--- src/rtl/board_pkg.sv ---
// Shared types, default board geometry and the index-to-row/column helper
// used by the cell cursor and its pixel renderer.
package board_pkg;

    typedef enum logic [1:0] {
        SEEK_FWD = 2'd0,
        SEEK_BWD = 2'd1,
        HOLD     = 2'd2,
        FULL     = 2'd3
    } cursor_state_t;

    localparam int DEF_N       = 3;
    localparam int DEF_CELL_PX = 5;
    localparam int DEF_DISP    = 16;

    // Packs {row, col} of a row-major index into two bytes; constant-folded into a ROM.
    function automatic logic [15:0] cell_rc(input int idx, input int n);
        cell_rc = {8'(idx / n), 8'(idx % n)};
    endfunction

endpackage

--- src/rtl/cell_cursor_if.sv ---
// Board-side bundle of the cell cursor: occupancy and button pulses in,
// cursor position, status flags and the green pixel layer out.
interface cell_cursor_if #(
    parameter int N    = 3,
    parameter int DISP = 16
);
    localparam int NC = N * N;
    localparam int CW = $clog2(NC);

    logic [NC-1:0]                occupied;
    logic                         next;
    logic                         prev;
    logic [CW-1:0]                cur_cell;
    logic                         cur_valid;
    logic                         full;
    logic [DISP-1:0][DISP-1:0]    GrnPixels;

    modport master (
        output occupied, next, prev,
        input  cur_cell, cur_valid, full, GrnPixels
    );

    modport slave (
        input  occupied, next, prev,
        output cur_cell, cur_valid, full, GrnPixels
    );

endinterface

--- src/rtl/cell_highlight_render.sv ---
// Combinational green layer: grid lines across the line span plus a 2x2 marker
// inside the selected cell when show_marker is set.
module cell_highlight_render #(
    parameter int N       = 3,
    parameter int CELL_PX = 5,
    parameter int DISP    = 16,
    parameter int RW      = 2
) (
    input  logic                      show_marker,
    input  logic [RW-1:0]             row,
    input  logic [RW-1:0]             col,
    output logic [DISP-1:0][DISP-1:0] pixels
);
    localparam int SPAN = (N - 1) * CELL_PX;
    localparam int EXT  = N * CELL_PX;

    genvar gi, gx;
    generate
        for (gi = 0; gi < DISP; gi++) begin : g_row
            for (gx = 0; gx < DISP; gx++) begin : g_col
                // Lines run only from the origin to the last interior line.
                localparam bit IN_SPAN = (gx <= SPAN) && (gi <= SPAN);
                localparam bit VLINE   = (gx > 0) && (gx % CELL_PX == 0) && (gx < EXT);
                localparam bit HLINE   = (gi > 0) && (gi % CELL_PX == 0) && (gi < EXT);
                localparam bit MARK_Y  = (gi < EXT) && ((gi % CELL_PX == 2) || (gi % CELL_PX == 3));
                localparam bit MARK_X  = (gx < EXT) && ((gx % CELL_PX == 2) || (gx % CELL_PX == 3));
                localparam int CELL_R  = gi / CELL_PX;
                localparam int CELL_C  = gx / CELL_PX;

                assign pixels[gi][DISP-1-gx] =
                    (IN_SPAN && (VLINE || HLINE)) ||
                    (show_marker && MARK_Y && MARK_X &&
                     (row == RW'(CELL_R)) && (col == RW'(CELL_C)));
            end
        end
    endgenerate

endmodule

--- src/rtl/cell_cursor.sv ---
// NxN cell-selection cursor: seeks the next free cell in either direction with
// wrap-around, parks in FULL when the board is full, and drives the green layer.
module cell_cursor
    import board_pkg::*;
#(
    parameter int N       = DEF_N,
    parameter int CELL_PX = DEF_CELL_PX,
    parameter int DISP    = DEF_DISP
) (
    input  logic          clk,
    input  logic          reset,
    cell_cursor_if.slave  bus
);
    localparam int NC    = N * N;
    localparam int CW    = $clog2(NC);
    localparam int OCC_W = 2 ** CW;
    localparam int RW    = (N > 1) ? $clog2(N) : 1;
    localparam logic [CW-1:0] LAST = CW'(NC - 1);

    cursor_state_t             state_q, state_d;
    logic [CW-1:0]             cur_q, cur_d;
    logic                      valid_q, full_q;
    logic [DISP-1:0][DISP-1:0] pix_q, pix_d;

    logic [OCC_W-1:0] occ_ext;
    logic [CW-1:0]    cur_inc, cur_dec;
    logic [RW-1:0]    row_rom [OCC_W];
    logic [RW-1:0]    col_rom [OCC_W];

    assign occ_ext = OCC_W'(bus.occupied);
    assign cur_inc = (cur_q == LAST)  ? '0   : cur_q + 1'b1;
    assign cur_dec = (cur_q == '0)    ? LAST : cur_q - 1'b1;

    // Constant-divisor row/column lookup, padded to a power-of-two depth.
    genvar gi;
    generate
        for (gi = 0; gi < OCC_W; gi++) begin : g_rc_rom
            if (gi < NC) begin : g_cell
                localparam logic [15:0] RC = cell_rc(gi, N);
                assign row_rom[gi] = RW'(RC[15:8]);
                assign col_rom[gi] = RW'(RC[7:0]);
            end else begin : g_pad
                assign row_rom[gi] = '0;
                assign col_rom[gi] = '0;
            end
        end
    endgenerate

    always_comb begin
        state_d = state_q;
        cur_d   = cur_q;
        if (&bus.occupied) begin
            state_d = FULL;
        end else begin
            case (state_q)
                FULL: begin
                    cur_d   = LAST;
                    state_d = SEEK_FWD;
                end
                SEEK_FWD: begin
                    cur_d = cur_inc;
                    if (!occ_ext[cur_inc]) state_d = HOLD;
                end
                SEEK_BWD: begin
                    cur_d = cur_dec;
                    if (!occ_ext[cur_dec]) state_d = HOLD;
                end
                HOLD: begin
                    if (occ_ext[cur_q])               state_d = SEEK_FWD;
                    else if (bus.next && !bus.prev)   state_d = SEEK_FWD;
                    else if (bus.prev && !bus.next)   state_d = SEEK_BWD;
                end
                default: state_d = SEEK_FWD;
            endcase
        end
    end

    cell_highlight_render #(
        .N       (N),
        .CELL_PX (CELL_PX),
        .DISP    (DISP),
        .RW      (RW)
    ) u_render (
        .show_marker (state_q == HOLD),
        .row         (row_rom[cur_q]),
        .col         (col_rom[cur_q]),
        .pixels      (pix_d)
    );

    always_ff @(posedge clk) begin
        if (reset) begin
            state_q <= SEEK_FWD;
            cur_q   <= LAST;
            valid_q <= 1'b0;
            full_q  <= 1'b0;
            pix_q   <= '0;
        end else begin
            state_q <= state_d;
            cur_q   <= cur_d;
            valid_q <= (state_d == HOLD);
            full_q  <= (state_d == FULL);
            pix_q   <= pix_d;
        end
    end

    assign bus.cur_cell  = cur_q;
    assign bus.cur_valid = valid_q;
    assign bus.full      = full_q;
    assign bus.GrnPixels = pix_q;

endmodule

--- src/flat_wrapper.sv ---
// flat-port wrapper written by rule: the top's interface ports become plain ports
module cell_cursor_flat import board_pkg::*;
#(
    parameter int N       = DEF_N,
    parameter int CELL_PX = DEF_CELL_PX,
    parameter int DISP    = DEF_DISP
)
  (clk, reset, bus_occupied, bus_next, bus_prev, bus_cur_cell, bus_cur_valid, bus_full, bus_GrnPixels);
  cell_cursor_if #(.N(N), .DISP(DISP)) bus_i ();
  input  logic clk;
  input  logic reset;
  input wire logic [$bits(bus_i.occupied)-1:0] bus_occupied;
  input wire logic [$bits(bus_i.next)-1:0] bus_next;
  input wire logic [$bits(bus_i.prev)-1:0] bus_prev;
  output wire logic [$bits(bus_i.cur_cell)-1:0] bus_cur_cell;
  output wire logic [$bits(bus_i.cur_valid)-1:0] bus_cur_valid;
  output wire logic [$bits(bus_i.full)-1:0] bus_full;
  output wire logic [$bits(bus_i.GrnPixels)-1:0] bus_GrnPixels;
  assign bus_i.occupied = bus_occupied;
  assign bus_i.next = bus_next;
  assign bus_i.prev = bus_prev;
  assign bus_cur_cell = bus_i.cur_cell;
  assign bus_cur_valid = bus_i.cur_valid;
  assign bus_full = bus_i.full;
  assign bus_GrnPixels = bus_i.GrnPixels;
  cell_cursor #(.N(N), .CELL_PX(CELL_PX), .DISP(DISP)) u_core (.clk(clk), .reset(reset), .bus(bus_i));
endmodule
--- config.mk ---
export PLATFORM = sky130hd
export DESIGN_NAME = cell_cursor_flat
export DESIGN_NICKNAME = d
export VERILOG_FILES = /design/src/rtl/board_pkg.sv /design/src/rtl/cell_cursor_if.sv /design/src/rtl/cell_highlight_render.sv /design/src/rtl/cell_cursor.sv /design/src/flat_wrapper.sv
export SDC_FILE = /design/constraint.sdc
export NUM_CORES = 1
export LEC_CHECK = 0
export ABC_AREA = 1
export CAP_MARGIN = 15
export CORE_ASPECT_RATIO = 0.9
export CORE_MARGIN = 2
export CORE_UTILIZATION = 46
export CTS_CLUSTER_SIZE = 8
export DETAILED_ROUTE_END_ITERATION = 7
export GPL_TIMING_DRIVEN = 0
export PLACE_DENSITY_LB_ADDON = 0.3
export REMOVE_ABC_BUFFERS = 1
export SYNTH_ARGS = -nofsm -noshare
export SYNTH_HDL_FRONTEND = slang
export SYNTH_HIERARCHICAL = 1
export SYNTH_SLANG_ARGS = --single-unit
--- constraint.sdc ---
create_clock -name clk -period 1.9 [get_ports clk]
set_input_delay 0.57 -clock clk [delete_from_list [all_inputs] [get_ports clk]]
set_output_delay 0.57 -clock clk [all_outputs]
set_load 0.05 [all_outputs]
==> results_dict.tcl <==
set metrics [dict create \
    status "finished clean" \
    drive_gt1_share_pct 21.6 \
    grt_pass1_wl_um 28200 \
    synth_edf_count 0 \
    place_inst 1730 \
    die-area_um2 23300 \
    holdPathEnd "u_core/bus.GrnPixels[174]$_SDFF_PP0_" \
    fmax_mhz 537 \
    fin_ws_ps 36.2 \
    startpoint_type "flop" \
    synthArstFlopShare_pct 0 \
    power.leakage_nw 6.08 \
    rows 51 \
    drc 0 \
    die_x_um 161 \
    clk_pin_slew_worst_paths_ps 50 \
    cts_buffer_depth 3 \
    skew_ps 5.09 \
    cp_num_cells 1 \
    synth.avg_cell_area_um2 8.27 \
    h-tree-depth 2 \
    worst_pin_slew_ps 666 \
    final_max_slew_viol_count 0 \
    critical-path-top-delay-family "buffers and inverters" \
    portBuffers 274 \
    synth_top_area_share_pct 52.1 \
    finalNonFillerCells 1775 \
    fp.dieH_um 145 \
    ys.flop_type "dfxtp_1" \
    path_buf_inv 1 \
    grt_start_max_net_pins 148 \
    p_total_mw 16.3 \
    first_iter_violations 254 \
    grt_overflow 0 \
    relSlewSlack_pct 55.6 \
    r2r_slack_ps 120 \
    hp-class "in -> reg" \
    antenna_found_initial 0 \
    vdd_drop_max_mv 0.680 \
    critPathKind "reg -> out" \
    drt-pass1-iter-count 4 \
    grt_usage_pct 15.1 \
    report.final.hold_viol_count 0 \
    final-setup-viol-count 0 \
    ys_seq_area_share_pct 52.1 \
    cts_root_buf "clkbuf_16" \
    crit_fanout 1 \
    power.density_nw_per_um2 1260 \
    yosysTopAreaCell "dfxtp_1" \
    crit_chain "clkdlybuf4s15_1" \
    seq_area_um2 5300 \
    num_vias 6487 \
    finalCritPeriodShare_pct 98.1 \
    multi_input_area_um2 2660 \
    grt_pass1_vias 5923 \
    r2r_end "u_core/bus.GrnPixels[114]$_SDFF_PP0_" \
    hold_start "reset" \
    fin_area_um2 13000 \
    maxCapViolCount 0 \
    syn_area_um2 10100 \
    cts_sinks 264 \
    place_area_um2 12100 \
    cts_setup_buffers 0 \
    nets 1498 \
    synth_most_common_cell "inv_1" \
    core_area_um2 21600 \
    dp_hpwl_um 12500 \
    hold_ws_ps 557 \
    finalSetupTns_ps 0 \
    start_util_pct 46.9 \
    yosys-top-cells-count "inv_1 (279), nor2_1 (277), dfxtp_1 (264), buf_4 (247), nand2_1 (31)" \
    r2r_start "u_core/bus.cur_cell[0]$_SDFFE_PP0P_" \
    ios 275 \
    synth_cell_types 32 \
    hold_depth 2 \
    crit_arrival_ps 1290 \
    final_util_pct 59.9 \
    gp_congestion 0.853 \
    clk_latency_ps 500 \
    ant_nets 0 \
    numCtsBuffers 39 \
    r2r_cells 9 \
    synth-seq-cells 264 \
    yosysWarnings 6 \
    post-place-ws_ps -360 \
    routed_wl_um 18100 \
    slowest_stage "clkdlybuf4s15_1" \
    ys_top_cells_by_area "dfxtp_1 (52%), buf_4 (18%), inv_1 (10%), nor2_1 (10%), nand3_1 (1.3%)" \
    worst_ep_required_time_ps 1330 \
    viasPerCell 3.65 \
    post_drt_wl_per_cell_um 10.2 \
    endpoint_kind "output pin" \
    syn-instance-count 1226 \
    areaGrowthSynthToFinish_pct 27.8 \
    cts_tree "built" \
    fin_crit_ps 1860 \
    fillers 1856 \
    max_stage_delay_ps 500 \
    num_antenna_cells 0 \
]
report_power, final:
group	switching [mW]	internal, mW
Sequential	0.212	5.96
Combinational	2.98	1.16
Clock	2.17	3.79
Total	5.36	10.9
flip-flops by register name, summed over array words and instances, names as in the netlist:
| signal | count |
|---|---|
| u_core/state_q | 2 |
| u_core/bus.cur_valid | 1 |
| u_core/bus.full | 1 |
| u_core/bus.GrnPixels | 256 |
| u_core/bus.cur_cell | 4 |
layout make-up:
cell class	instances	share of cell area (%)
clock inverter	2	0.222
clock buffer	43	7.98
inverter	286	8.40
tap	291	2.81
timing repair buffer	275	19.2
multi-input combinational	614	20.5
sequential	264	40.9
worst max-delay path by stage:
| stage | startpoint | slack, ps | to |
|---|---|---|---|
| after global placement | reset | -6700 | u_core/bus.cur_valid$_SDFF_PP0_ |
| final | u_core/bus.GrnPixels[221]$_SDFF_PP0_ | 40 | bus_GrnPixels[221] |
| after CTS | u_core/bus.cur_cell[0]$_SDFFE_PP0P_ | -5 | u_core/bus.GrnPixels[194]$_SDFF_PP0_ |
| after floorplan | u_core/bus.cur_cell[0]$_SDFFE_PP0P_ | -440 | u_core/bus.full$_SDFF_PP0_ |
| after global routing | u_core/bus.cur_cell[1]$_SDFFE_PP0P_ | -8 | u_core/bus.GrnPixels[114]$_SDFF_PP0_ |
| after detailed placement | u_core/bus.cur_cell[0]$_SDFFE_PP0P_ | -360 | u_core/bus.GrnPixels[119]$_SDFF_PP0_ |
placed cells by master (no fill, tap or decap), drive strengths merged:
cell type | synthesis | routed
a211oi | 3 | 3
a21oi | 6 | 6
a221oi | 2 | 2
buf | 252 | 6
clkbuf | 28 | 131
clkdlybuf4s15 | 0 | 170
clkdlybuf4s50 | 0 | 11
clkinv | 1 | 2
conb | 2 | 220
dfxtp | 264 | 264
ha | 5 | 5
inv | 285 | 286
nand2 | 38 | 38
nand3 | 33 | 33
nand3b | 1 | 1
nand4 | 5 | 5
nor2 | 282 | 282
nor3 | 3 | 3
nor4 | 1 | 1
o2111ai | 1 | 1
o21ai | 12 | 12
xnor2 | 2 | 2
metal layers:
metal / vias to the layer above / global-route usage [%] / part of all wire, %
met5: - / 0 / 0
met4: 0 / 7.11 / 3.3
met3: 41 / 6.07 / 9.7
met2: 234 / 25.8 / 47
met1: 2712 / 16.7 / 40
li1: 3500 / - / -
timing repair:
item / CTS / global route
endpoints found under the setup margin: 306 / 141
pin swaps: 0 / 1
resized for setup: 678 / 115
hold buffers: 0 / 0
logic make-up (layout without fill, tap and decap cells):
logic type	Yosys count	in the layout	synth area share [%]
AOI/OAI and AO/OA	24	24	1.41
xor gates and xnor gates	2	2	0.173
adders and majority gates	5	5	0.617
buffers and inverters	566	606	30.5
DFF	264	264	52.1
other	2	220	0.0741
and+or+nand+nor	363	363	15.1
(Power assumes the default switching activity.)
==> edit, RTL diff (config.mk and constraints unchanged) <==
Change the package constant `DEF_DISP` from 16 to 8.
--- a/src/rtl/board_pkg.sv
+++ b/src/rtl/board_pkg.sv
@@ -11,7 +11,7 @@
 
     localparam int DEF_N       = 3;
     localparam int DEF_CELL_PX = 5;
-    localparam int DEF_DISP    = 16;
+    localparam int DEF_DISP    = 8;
 
     // Packs {row, col} of a row-major index into two bytes; constant-folded into a ROM.
     function automatic logic [15:0] cell_rc(input int idx, input int n);
Interface: changed (resized bus_GrnPixels); port bits go from 275 to 83. The function was not compared with the original's and may differ.
==> edit against the original RTL <==
- setup slack improved by 0.027 ns
- area after synthesis decreased by 68%
- clock skew about the same
- routed wire length decreased by 67%
- power decreased by 64%
- sequential cell count decreased by 192
- final cell count decreased by 66%
- first-iteration DRC count decreased by 64%
- final area decreased by 68%
- critical path type unchanged
- critical endpoint is now bus_cur_cell[1]
==> edit: results (changes against the original RTL) <==
metric,value,unit,change
clock-root-buffer,clkbuf_8,,was clkbuf_16
cts_buffer_depth,2,,was 3
place_hpwl,4260,µm,was 12500 µm
crit_path_max_incr_delay,0.54,ns,was 0.50 ns
synth_cell_type_count,35,,was 32
peakVddDrop,1.02,mV,was 0.680 mV
clock_skew,0.00523,ns,was 0.00509 ns
io_buffers,82,,was 274
syn_inst,430,,was 1226
clock_latency,0.33,ns,was 0.50 ns
cts_buffers,9,,was 39
place.gp.congestion,0.927,,was 0.853
crit_family,buffers and inverters,,unchanged
leakage,2.15,nW,was 6.08 nW
largest_register_ffs,64,,was 256
cp_data_arrival_time,1.27,ns,was 1.29 ns
yosys_warnings,6,,unchanged
status,"finished, final reports clean",,unchanged
cpMaxStageDelayCell,dlygate4sd2_1,,was clkdlybuf4s15_1
worstMarginPinSlew,0.524,ns,was 0.666 ns
grtUsageTotal,0.156,,was 0.151
routed_wl,5900,µm,was 18100 µm
drive_above_1_share,0.103,,was 0.216
synth_seq_area_share,0.439,,was 0.521
yosys-top-cells-area,"dfxtp_1 (44%), buf_4 (14%), nor2_1 (11%), inv_1 (9.3%), nand3_1 (4.0%)",,"was dfxtp_1 (52%), buf_4 (18%), inv_1 (10%), nor2_1 (10%), nand3_1 (1.3%)"
grt_first_pass_wirelength,9730,µm,was 28200 µm
min_path_type,input pin to flop,,unchanged
clk_pin_slew,0.07,ns,was 0.05 ns
p_switching,2.51,mW,was 5.36 mW
cp_max_fo,9,,was 1
htree_num_levels,3,,was 2
first_iter_violations,92,,was 254
vias_per_cell,4.12,,was 3.65
avgRoutedWirePerCell,9.71,µm,was 10.2 µm
antenna_found_initial,0,,unchanged
async_reset_ff_frac,0,,unchanged
detailedPlace.worstSlack,-0.492,ns,was -0.360 ns
drtPass1Iterations,4,,unchanged
grt_max_degree,52,,was 148
overflow,0,,unchanged
dp.cells,588,,was 1730
ys_top_cells_by_count,"nor2_1 (92), inv_1 (81), dfxtp_1 (72)",,"was inv_1 (279), nor2_1 (277), dfxtp_1 (264)"
grt_pass1_vias,2164,,was 5923
num-fill-cells,655,,was 1856
dpl-instance-area,3920,µm²,was 12100 µm²
final_nets,528,,was 1498
antenna-diode-count,0,,unchanged
-- edit: cell count changes after synthesis, sizes merged, moves of 3 or more --
cell    delta
inv      -197
dfxtp    -192
nor2     -188
buf      -186
clkbuf    -23
a21oi      -4
o21ai      -4
nand2      +3
-- edit: final timing paths --
kind	start	slack, ns	depth (start not counted)	to
max	u_core/bus.cur_cell[1]	0.06	1	bus_cur_cell[1]
min	reset	0.60	2	u_core/bus.GrnPixels[45]
max reg2reg	u_core/bus.cur_cell[0]	0.11	12	u_core/bus.cur_valid
min reg2reg	u_core/bus.cur_cell[1]	0.62	2	u_core/bus.cur_cell[1]
-- edit: metal layers --
layer	GRT usage	routed length (µm)	vias up	share of wire
li1	-	-	1320	-
met1	0.185	2510	1082	0.43
met2	0.275	2910	92	0.49
met3	0.0440	401	8	0.068
met4	0.0481	77	0	0.013
met5	0	0	-	0
-- edit: per-stage QoR --
step,power (mW),TNS [ns]
4_1_cts,5.76,0
3_5_place_dp,4.49,-6.57
3_3_place_gp,4.46,-35.62
5_1_grt,6.23,-0.0324
2_1_floorplan,3.85,-7.77
6_report,5.84,0
-- edit: power by group through the flow --
| stage | logic (mW) | clock network [mW] | registers [mW] |
|---|---|---|---|
| 5_1_grt | 3.02 | 1.36 | 1.84 |
| 4_1_cts | 2.63 | 1.29 | 1.84 |
| 6_report | 2.76 | 1.26 | 1.82 |
| 3_3_place_gp | 2.61 | 0 | 1.85 |
| 3_5_place_dp | 2.63 | 0 | 1.86 |
| 2_1_floorplan | 1.59 | 0 | 2.27 |
-- edit: cell families after synthesis --
group                      count (synthesis)  share of synthesized area
DFF                                       72                      0.439
other                                      2                    0.00228
adders and majority gates                  5                     0.0190
AOI/OAI and AO/OA                         20                     0.0407
and+or+nand+nor                          172                      0.238
buffers and inverters                    159                      0.261
-- edit: layout make-up --
type | count | area [µm²] | share of cell area
tap | 93 | 116 | 0.0283
clock inverter | 5 | 81.3 | 0.0198
multi-input combinational | 252 | 1210 | 0.293
clock buffer | 10 | 128 | 0.0311
sequential | 72 | 1450 | 0.353
timing repair buffer | 87 | 782 | 0.190
inverter | 88 | 345 | 0.0840
-- edit: what timing repair did --
item / 4_1_cts / 5_1_grt
pin swaps: 0 / 1
endpoints found under the setup margin: 87 / 12
gates resized for setup: 83 / 4
setup buffers: 0 / 4
cloned: 0 / 0
